==> config.mk <==
export PLATFORM = sky130hd
export DESIGN_NAME = axi4_lite_mult_regif
export DESIGN_NICKNAME = d
export VERILOG_FILES = /design/src/rtl/axi4_lite_mult_regif.sv
export SDC_FILE = /design/constraint.sdc
export NUM_CORES = 1
export LEC_CHECK = 0
export ABC_CLOCK_PERIOD_IN_PS = 16500
export CELL_PAD_IN_SITES_DETAIL_PLACEMENT = 1
export CELL_PAD_IN_SITES_GLOBAL_PLACEMENT = 1
export CORE_MARGIN = 2
export CORE_UTILIZATION = 40
export DETAILED_ROUTE_END_ITERATION = 7
export PLACE_DENSITY = 0.78
export SETUP_SLACK_MARGIN = 0.15
export SLEW_MARGIN = 0
export SYNTH_ARGS = -nofsm -noshare
export SYNTH_HDL_FRONTEND = slang
export SYNTH_SLANG_ARGS = --single-unit
==> constraint.sdc <==
create_clock -name clk -period 16.5 [get_ports clk]
set_clock_uncertainty 0.1 [all_clocks]
set_input_delay 3.3 -clock clk [delete_from_list [all_inputs] [get_ports clk]]
set_output_delay 3.3 -clock clk [all_outputs]
set_load 0.02 [all_outputs]
==> src/rtl/axi4_lite_mult_regif.sv <==
// AXI4-Lite register front-end for a multiplier core.
// Software writes operands A/B and a start command. The block drives
// m_a/m_b/m_start to the core and captures m_res once m_ready signals that
// the multiply has finished. Status and result can then be read back.
//
// Ports:
//   clk, _rst                 clock, asynchronous active-high reset
//   s_aw*/s_w*/s_b*           AXI4-Lite write address / data / response
//   s_ar*/s_r*                AXI4-Lite read address / data
//   m_a, m_b, m_start         operands and one-cycle start pulse to the core
//   m_res, m_ready            result and completion/idle flag from the core
//
// Register map (byte offsets, address bits [4:2] decoded):
//   0x00 A, 0x04 B (RW, SZ bits), 0x08 CTRL/STAT, 0x0C RES_LO, 0x10 RES_HI
module axi4_lite_mult_regif #(
    parameter int unsigned SZ     = 32,
    parameter int unsigned ADDR_W = 5
) (
    input  logic              clk,
    input  logic              _rst,
    input  logic [ADDR_W-1:0] s_awaddr,
    input  logic              s_awvalid,
    output logic              s_awready,
    input  logic [31:0]       s_wdata,
    input  logic [3:0]        s_wstrb,
    input  logic              s_wvalid,
    output logic              s_wready,
    output logic [1:0]        s_bresp,
    output logic              s_bvalid,
    input  logic              s_bready,
    input  logic [ADDR_W-1:0] s_araddr,
    input  logic              s_arvalid,
    output logic              s_arready,
    output logic [31:0]       s_rdata,
    output logic [1:0]        s_rresp,
    output logic              s_rvalid,
    input  logic              s_rready,
    output logic [SZ-1:0]     m_a,
    output logic [SZ-1:0]     m_b,
    output logic              m_start,
    input  logic [2*SZ-1:0]   m_res,
    input  logic              m_ready
);

    localparam int unsigned RES_W = 2 * SZ;
    localparam logic [1:0]  RESP_OKAY   = 2'b00;
    localparam logic [1:0]  RESP_SLVERR = 2'b10;
    localparam logic [2:0]  IDX_A       = 3'd0;
    localparam logic [2:0]  IDX_B       = 3'd1;
    localparam logic [2:0]  IDX_CTRL    = 3'd2;
    localparam logic [2:0]  IDX_RES_LO  = 3'd3;
    localparam logic [2:0]  IDX_RES_HI  = 3'd4;

    // write channel state
    logic              r_awready, r_wready, r_aw_held, r_w_held;
    logic [2:0]        r_aw_idx;
    logic [31:0]       r_wdata;
    logic [3:0]        r_wstrb;
    logic              r_bvalid;
    logic [1:0]        r_bresp;
    // read channel state
    logic              r_arready, r_rvalid;
    logic [31:0]       r_rdata;
    logic [1:0]        r_rresp;
    // register file and multiplier control
    logic [SZ-1:0]     r_a, r_b;
    logic [RES_W-1:0]  r_res;
    logic              r_busy, r_done, r_ovr, r_start;
    logic [1:0]        r_guard;

    logic              w_aw_hs, w_w_hs, w_wr_fire;
    logic [2:0]        w_wr_idx;
    logic [31:0]       w_wr_data, w_wmask;
    logic [3:0]        w_wr_strb;
    logic [SZ-1:0]     w_a_next, w_b_next;
    logic              w_wr_a, w_wr_b, w_ctrl, w_start, w_ovr_set, w_capture;
    logic [1:0]        w_bresp;
    logic              w_ar_hs;
    logic [31:0]       w_rd_data;
    logic [1:0]        w_rd_resp;
    logic [63:0]       w_res_ext;
    logic              w_unused_addr;

    assign s_awready = r_awready;
    assign s_wready  = r_wready;
    assign s_bvalid  = r_bvalid;
    assign s_bresp   = r_bresp;
    assign s_arready = r_arready;
    assign s_rvalid  = r_rvalid;
    assign s_rdata   = r_rdata;
    assign s_rresp   = r_rresp;
    assign m_a       = r_a;
    assign m_b       = r_b;
    assign m_start   = r_start;

    // only address bits [4:2] select a register
    assign w_unused_addr = ^{s_awaddr, s_araddr};

    // AW and W may arrive in either order; the write commits once both are present
    assign w_aw_hs   = s_awvalid & r_awready;
    assign w_w_hs    = s_wvalid & r_wready;
    assign w_wr_idx  = r_aw_held ? r_aw_idx : s_awaddr[4:2];
    assign w_wr_data = r_w_held ? r_wdata : s_wdata;
    assign w_wr_strb = r_w_held ? r_wstrb : s_wstrb;
    assign w_wr_fire = (r_aw_held | w_aw_hs) & (r_w_held | w_w_hs);

    // byte-strobe merge for the operand registers
    always_comb begin
        w_wmask = '0;
        for (int i = 0; i < 4; i++) begin
            w_wmask[8*i +: 8] = {8{w_wr_strb[i]}};
        end
        w_a_next = SZ'((32'(r_a) & ~w_wmask) | (w_wr_data & w_wmask));
        w_b_next = SZ'((32'(r_b) & ~w_wmask) | (w_wr_data & w_wmask));
    end

    // write decode; operands are locked while a multiply is in flight
    always_comb begin
        w_wr_a    = 1'b0;
        w_wr_b    = 1'b0;
        w_ctrl    = 1'b0;
        w_bresp   = RESP_SLVERR;
        case (w_wr_idx)
            IDX_A: begin
                w_wr_a  = w_wr_fire & ~r_busy;
                w_bresp = r_busy ? RESP_SLVERR : RESP_OKAY;
            end
            IDX_B: begin
                w_wr_b  = w_wr_fire & ~r_busy;
                w_bresp = r_busy ? RESP_SLVERR : RESP_OKAY;
            end
            IDX_CTRL: begin
                w_ctrl  = w_wr_fire & w_wr_strb[0];
                w_bresp = RESP_OKAY;
            end
            default: w_bresp = RESP_SLVERR;
        endcase
        w_start   = w_ctrl & w_wr_data[0] & ~r_busy;
        w_ovr_set = w_ctrl & w_wr_data[0] & r_busy;
    end

    // m_ready is stale during the start pulse and the cycle after it
    assign w_capture = r_busy & m_ready & (r_guard == 2'd0);

    // write channel handshakes and response
    always_ff @(posedge clk or posedge _rst) begin
        if (_rst) begin
            r_awready <= 1'b1;
            r_wready  <= 1'b1;
            r_aw_held <= 1'b0;
            r_w_held  <= 1'b0;
            r_aw_idx  <= '0;
            r_wdata   <= '0;
            r_wstrb   <= '0;
            r_bvalid  <= 1'b0;
            r_bresp   <= RESP_OKAY;
        end else if (w_wr_fire) begin
            r_aw_held <= 1'b0;
            r_w_held  <= 1'b0;
            r_awready <= 1'b0;
            r_wready  <= 1'b0;
            r_bvalid  <= 1'b1;
            r_bresp   <= w_bresp;
        end else begin
            if (w_aw_hs) begin
                r_aw_held <= 1'b1;
                r_aw_idx  <= s_awaddr[4:2];
                r_awready <= 1'b0;
            end
            if (w_w_hs) begin
                r_w_held <= 1'b1;
                r_wdata  <= s_wdata;
                r_wstrb  <= s_wstrb;
                r_wready <= 1'b0;
            end
            if (r_bvalid && s_bready) begin
                r_bvalid  <= 1'b0;
                r_awready <= 1'b1;
                r_wready  <= 1'b1;
            end
        end
    end

    // operand, status and result registers
    always_ff @(posedge clk or posedge _rst) begin
        if (_rst) begin
            r_a     <= '0;
            r_b     <= '0;
            r_res   <= '0;
            r_busy  <= 1'b0;
            r_done  <= 1'b0;
            r_ovr   <= 1'b0;
            r_start <= 1'b0;
            r_guard <= '0;
        end else begin
            if (w_wr_a) r_a <= w_a_next;
            if (w_wr_b) r_b <= w_b_next;
            r_start <= w_start;
            if (w_start) begin
                r_guard <= 2'd2;
            end else if (r_guard != 2'd0) begin
                r_guard <= r_guard - 2'd1;
            end
            if (w_start) begin
                r_busy <= 1'b1;
            end else if (w_capture) begin
                r_busy <= 1'b0;
            end
            // capture beats a same-cycle W1C; a start clears done
            if (w_capture) begin
                r_done <= 1'b1;
            end else if (w_start || (w_ctrl && w_wr_data[1])) begin
                r_done <= 1'b0;
            end
            if (w_ovr_set) begin
                r_ovr <= 1'b1;
            end else if (w_ctrl && w_wr_data[2]) begin
                r_ovr <= 1'b0;
            end
            if (w_capture) r_res <= m_res;
        end
    end

    // read data mux, sampled at the AR handshake
    assign w_ar_hs   = s_arvalid & r_arready;
    assign w_res_ext = 64'(r_res);

    always_comb begin
        w_rd_data = '0;
        w_rd_resp = RESP_OKAY;
        case (s_araddr[4:2])
            IDX_A:      w_rd_data = 32'(r_a);
            IDX_B:      w_rd_data = 32'(r_b);
            IDX_CTRL:   w_rd_data = {29'b0, r_ovr, r_done, r_busy};
            IDX_RES_LO: w_rd_data = w_res_ext[31:0];
            IDX_RES_HI: w_rd_data = w_res_ext[63:32];
            default:    w_rd_resp = RESP_SLVERR;
        endcase
    end

    // read channel: one outstanding read, data held until accepted
    always_ff @(posedge clk or posedge _rst) begin
        if (_rst) begin
            r_arready <= 1'b1;
            r_rvalid  <= 1'b0;
            r_rdata   <= '0;
            r_rresp   <= RESP_OKAY;
        end else if (w_ar_hs) begin
            r_arready <= 1'b0;
            r_rvalid  <= 1'b1;
            r_rdata   <= w_rd_data;
            r_rresp   <= w_rd_resp;
        end else if (r_rvalid && s_rready) begin
            r_rvalid  <= 1'b0;
            r_arready <= 1'b1;
        end
    end

endmodule

=== Word level (Yosys, flattened, before mapping) ===
Index checks and enable logic that the tools add are counted.

* Bits in registers: 216
* Input port bits: 118
* Output and inout bits: 106
* Word-level logic and storage cells: 106

* Add/subtract/negate cells: 1
* Equal/unequal tests: 6
* Mux-type cells: 34
* Bitwise operators: 21
* Reduce and logical (&&, ||, !) cells: 23

{| class="wikitable"
|+ Operators by type and width
! cell !! count
|-
| $pmux 32 s5 || 1
|-
| $and 32x32->32 || 3
|-
| $or 32x32->32 || 2
|-
| $mux 32 || 1
|-
| $not 32->32 || 1
|-
| $mux 1 || 25
|-
| $reduce_bool 2->1 || 9
|-
| $and 1x1->1 || 11
|-
| $eq 3x2->1 const B || 3
|-
| $mux 2 || 4
|-
| $eq 3x1->1 const B || 2
|-
| $logic_not 3->1 || 2
|-
| $reduce_bool 3->1 || 2
|-
| $reduce_or 5->1 || 1
|-
| $logic_and 1x1->1 || 4
|-
| $mux 4 || 1
|-
| $pmux 2 s2 || 1
|-
| $reduce_and 2->1 || 2
|-
| $eq 3x3->1 const B || 1
|-
| $mux 3 || 1
|-
| $logic_not 2->1 || 1
|-
| $not 1->1 || 2
|-
| $or 1x1->1 || 2
|-
| $reduce_or 2->1 || 1
|-
| other kinds (2) || 2
|}

=== Longest topological paths before layout ===
* Word-level depth: 10
* Gate-level depth with buffers: 7
* Depth with buffers taken out: 4

=== Worst setup path after synthesis ===
No wires, ideal clock.

* Kind: input to register
* Start point: input s_awaddr[2]
* End point: register r_ovr
* Setup time: 0.121 ns
* Arrival: 4.660 ns
* Slack: 11.619 ns
* Cell stages on the path: 4
* Path buffers: 0
* Cell sequence: or4b_1 -> a2111o_1 -> nand2b_1 -> a22o_1

* Word-level cells in the longest chain between the ends: 6

{| class="wikitable"
|+ Ends and longest elaborated chain
! element !! line !! source
|-
| start: declaration || 21 || <nowiki>input logic [ADDR_W-1:0] s_awaddr,</nowiki>
|-
| $mux 3 * || 102 || <nowiki>assign w_wr_idx = r_aw_held ? r_aw_idx : s_awaddr[4:2];</nowiki>
|-
| $eq 3x2->1 * || 123 || <nowiki>case (w_wr_idx)</nowiki>
|-
| $mux 1 * || 123 ||
|-
| $and 1x1->1 (2 in a row) || 139 || <nowiki>w_ovr_set = w_ctrl & w_wr_data[0] & r_busy;</nowiki>
|-
| $mux 1 / $reduce_bool 2->1 (equally long branches) || n/a ||
|-
| end signal: assignment || 192 || <nowiki>r_ovr <= 1'b0;</nowiki>
|-
| end signal: assignment || 216 || <nowiki>r_ovr <= 1'b1;</nowiki>
|-
| end signal: assignment || 218 || <nowiki>r_ovr <= 1'b0;</nowiki>
|-
| end: declaration || 68 || <nowiki>logic r_busy, r_done, r_ovr, r_start;</nowiki>
|}

Every way passes the cells marked *; elsewhere a longest branch is shown, timed or not.
A chain may end at the register's enable or synchronous reset.

=== Final worst setup path ===
* Start point: input s_araddr[3]
* End point: register r_rdata[8] (netlist: s_rdata[8])

* Word-level cells in the longest chain between the ends: 2

{| class="wikitable"
|+ Ends and longest elaborated chain
! element !! line !! source
|-
| start: declaration || 31 || <nowiki>input logic [ADDR_W-1:0] s_araddr,</nowiki>
|-
| $eq 3x3->1 (tied with other cells) || 231 || <nowiki>case (s_araddr[4:2])</nowiki>
|-
| $pmux 32 s5 * || 231 ||
|-
| end signal: assignment || 251 || <nowiki>r_rdata <= w_rd_data;</nowiki>
|-
| end: declaration || 63 || <nowiki>logic [31:0] r_rdata;</nowiki>
|}

Marks and branches as above.

==> results by group <==
Status
  – Status: finished, final reports clean

Timing
  – Slew Viols, Final: 0
  – Endpoints failing setup: 0
  – Slew margin rel.: 28.60%
  – Final period util: 33.12%
  – Post-Route Setup TNS: 0 ns
  – Final hold vios: 0
  – Worst Tran Pin Value: 1.071 ns
  – RSZ-0062 raised after global routing: no
  – Peak Freq: 183.0 MHz
  – Tmin final: 5.464 ns

Pwr
  – Switch Pwr: 575.7 uW
  – Overall Power: 1.946 mW
  – Pwr Density: 154.7 mW/mm^2
  – Seq pwr share: 43.0%
  – Pint: 1.370 mW
  – Maximum VDD drop: 0.00008853 V
  – Pleak: 5.553 nW
  – Logic pwr share: 26.9%
  – Switching Fraction: 29.58%
  – Clock power share: 30.1%

Synthesis
  – Largest cells by area after synthesis: dfrtp_1 57%, mux2_2 25%, a22o_1 2.8%, a221oi_1 2.7%, o21ai_0 1.7%
  – Synth Area per Inst: 13.97 um^2
  – Async set or reset register ratio after synthesis: 100.0%
  – Synth Area in Compound Gates: 9.405%
  – Synth Register Bits: 214
  – Synth Area in Simple Gates: 4.804%
  – Largest family of logic cells by synthesized area: multiplexers
  – Synth area leader: dfrtp_1
  – Post-synth EDFFs: 0
  – Synth top area share: 57.10%
  – Post-synthesis xor/xnor area fraction: 0.09472%
  – Most common cell in the netlist: dfrtp_1
  – Ys flop type: dfrtp_1
  – Mapped cell area: 0.009246 mm^2
  – Netlist cell types: 45
  – Post-Syn Instances: 662
  – Post-Synth Adder-Cell Area: 0.1353%
  – Post-synthesis sequential area ratio: 57.96%
  – Synth top cells by count: 211 x dfrtp_1, 203 x mux2_2, 39 x nand2_1, 32 x o21ai_0, 31 x clkbuf_1
  – Yosys Warn Count: 0
  – Mux contribution to synthesized area: 25.55%

Global route
  – Gr ovfl total: 0
  – Vias in the first global route: 7237
  – Antenna violations before repair: 0
  – Largest net degree at the start of global routing: 142
  – Gr usage total: 22.52%
  – First-pass GRT wire length: 42370 um

Floorplanning
  – Row cnt: 55
  – Die W: 156.0 um
  – DIE HEIGHT: 156.0 um
  – Die ar.: 0.02435 mm^2
  – Io pins: 224
  – Core area: 0.02264 mm^2
  – Initial Utilization: 40.84%

Drt
  – Final ANT Viol Nets: 0
  – Vias/cell: 5.482
  – Vias: 6458
  – Drt total wl: 27290 um
  – DRC errors left: 0
  – First-pass detailed-route iteration total: 6
  – Routed wire per std cell: 23.16 um
  – Drt initial violations: 262

Critical path
  – Worst setup EP type: flop
  – Reg2reg start: r_w_held
  – Path depth of the worst reg2reg path: 4
  – WP data arrival: 5.77 ns
  – CP Launch Type: input pin
  – CP Class: in -> reg
  – Setup slack, reg-to-reg: 13.71 ns
  – Worst Path Max Fanout: 21
  – Worst Path Required: 16.81 ns
  – Worst setup endpoint: s_rdata[8]
  – CP Launch Point: s_araddr[3]

CTS
  – CTS Buf Count: 25
  – Setup bufs post-CTS: 0
  – CTS resizes: 0
  – Skew-Pair Late Insertion Delay: 0.51 ns
  – Clock Pin Slew Worst Setup and Hold Paths: 0.06 ns
  – CTS Hold Bufs: 0
  – Clk buf depth: 3
  – H-tree Lvls: 1
  – Root buffer cell: clkbuf_16
  – Clock Sinks: 214
  – TritonCTS clock tree: yes

Place
  – Buffers on Ports: 217
  – Routability cong.: 0.7667
  – Final HPWL from detailed placement: 17800 um

Job
  – Max-Cap Viols: 0

Final layout
  – Util after Layout: 55.56%
  – Area delta synth->final: 36.05%
  – Final nets: 994
  – ANT cells: 0
  – Share of layout cells above drive strength 1: 30.68%

Hold path
  – Worst hold path type: reg -> reg
## stage by stage
step	instance area (um^2)	hold slack [ns]	worst slack [ns]	std cells
after CTS	12580	0.3835	11.07	1178
after floorplan	9250	0.3689	7.254	663
after global routing	12580	0.4074	10.91	1178
final	12580	0.3785	11.04	1178
after detailed placement	11710	0.3695	10.60	1133
after global placement	11710	0.3613	10.64	1133
## area by class of cell
class / instances / area [um^2]
Multi-Input combinational cell: 403 / 3729
Clock inverter: 13 / 200.2
Clock buffer: 32 / 671.9
Tap cell: 285 / 356.6
Fill cell: 2223 / 10060
Sequential cell: 214 / 5360
Inverter: 6 / 30.03
Timing Repair Buffer: 225 / 2232
## layer usage
metal  wire [um]  vias up  track usage, %  share of wire, %
met5           0        -               0                 0
met4         530        0           5.024               1.9
met3        1292       37           4.472               4.7
met2       13750      169           39.59                50
met1       11710     3392           28.82                43
li1            -     2860               -                 -
## layout by cell type (no fill, tap or decap), types with 6 or more instances in the layout
cell             Yosys  layout
a221oi_1            29      29
a22o_1              30      30
a22oi_1              6       6
buf_4                2       8
clkbuf_16            0      25
clkdlybuf4s50_1      0     217
dfrtp_1            211     210
mux2_2             203     203
nand2_1             39      39
nor2_1               7       7
o21ai_0             32      32
## worst min path at each step
stage,from,endpoint,slack (ns),depth (start not counted)
2_1_floorplan,r_ovr,r_ovr,0.37,1
3_3_place_gp,s_rdata[14],s_rdata[14],0.36,2
3_5_place_dp,s_rdata[18],s_rdata[18],0.37,2
4_1_cts,s_rdata[18],s_rdata[18],0.38,2
5_1_grt,s_rresp[1],s_rresp[1],0.41,1
6_report,s_rdata[18],s_rdata[18],0.38,2
## power by group through the flow
stage               Clock (mW)  Sequential (mW)  Combinational (mW)
detailed placement           0            0.846               0.525
global placement             0            0.833               0.509
floorplan                    0            0.850               0.287
finish                   0.586            0.837               0.523
CTS                      0.599            0.838               0.530
global route             0.619            0.862               0.564
## cells by family (layout without fill, tap and decap cells)
| family | after synthesis | after routing |
|---|---|---|
| buf+inv | 46 | 276 |
| other cells | 1 | 2 |
| flops | 214 | 214 |
| simple gates | 74 | 74 |
| xor+xnor | 1 | 1 |
| fa+ha+maj | 1 | 1 |
| compound gates | 115 | 115 |
| mux | 210 | 210 |
## critical path, cell delays in order
cell and delay, ns:
clkdlybuf4s50_1 0.65, nor3_2 0.85, buf_4 0.48, a22o_1 0.21, a221oi_1 0.05, o21ai_0 0.22
Note: power is estimated with default switching activity, not from simulation.
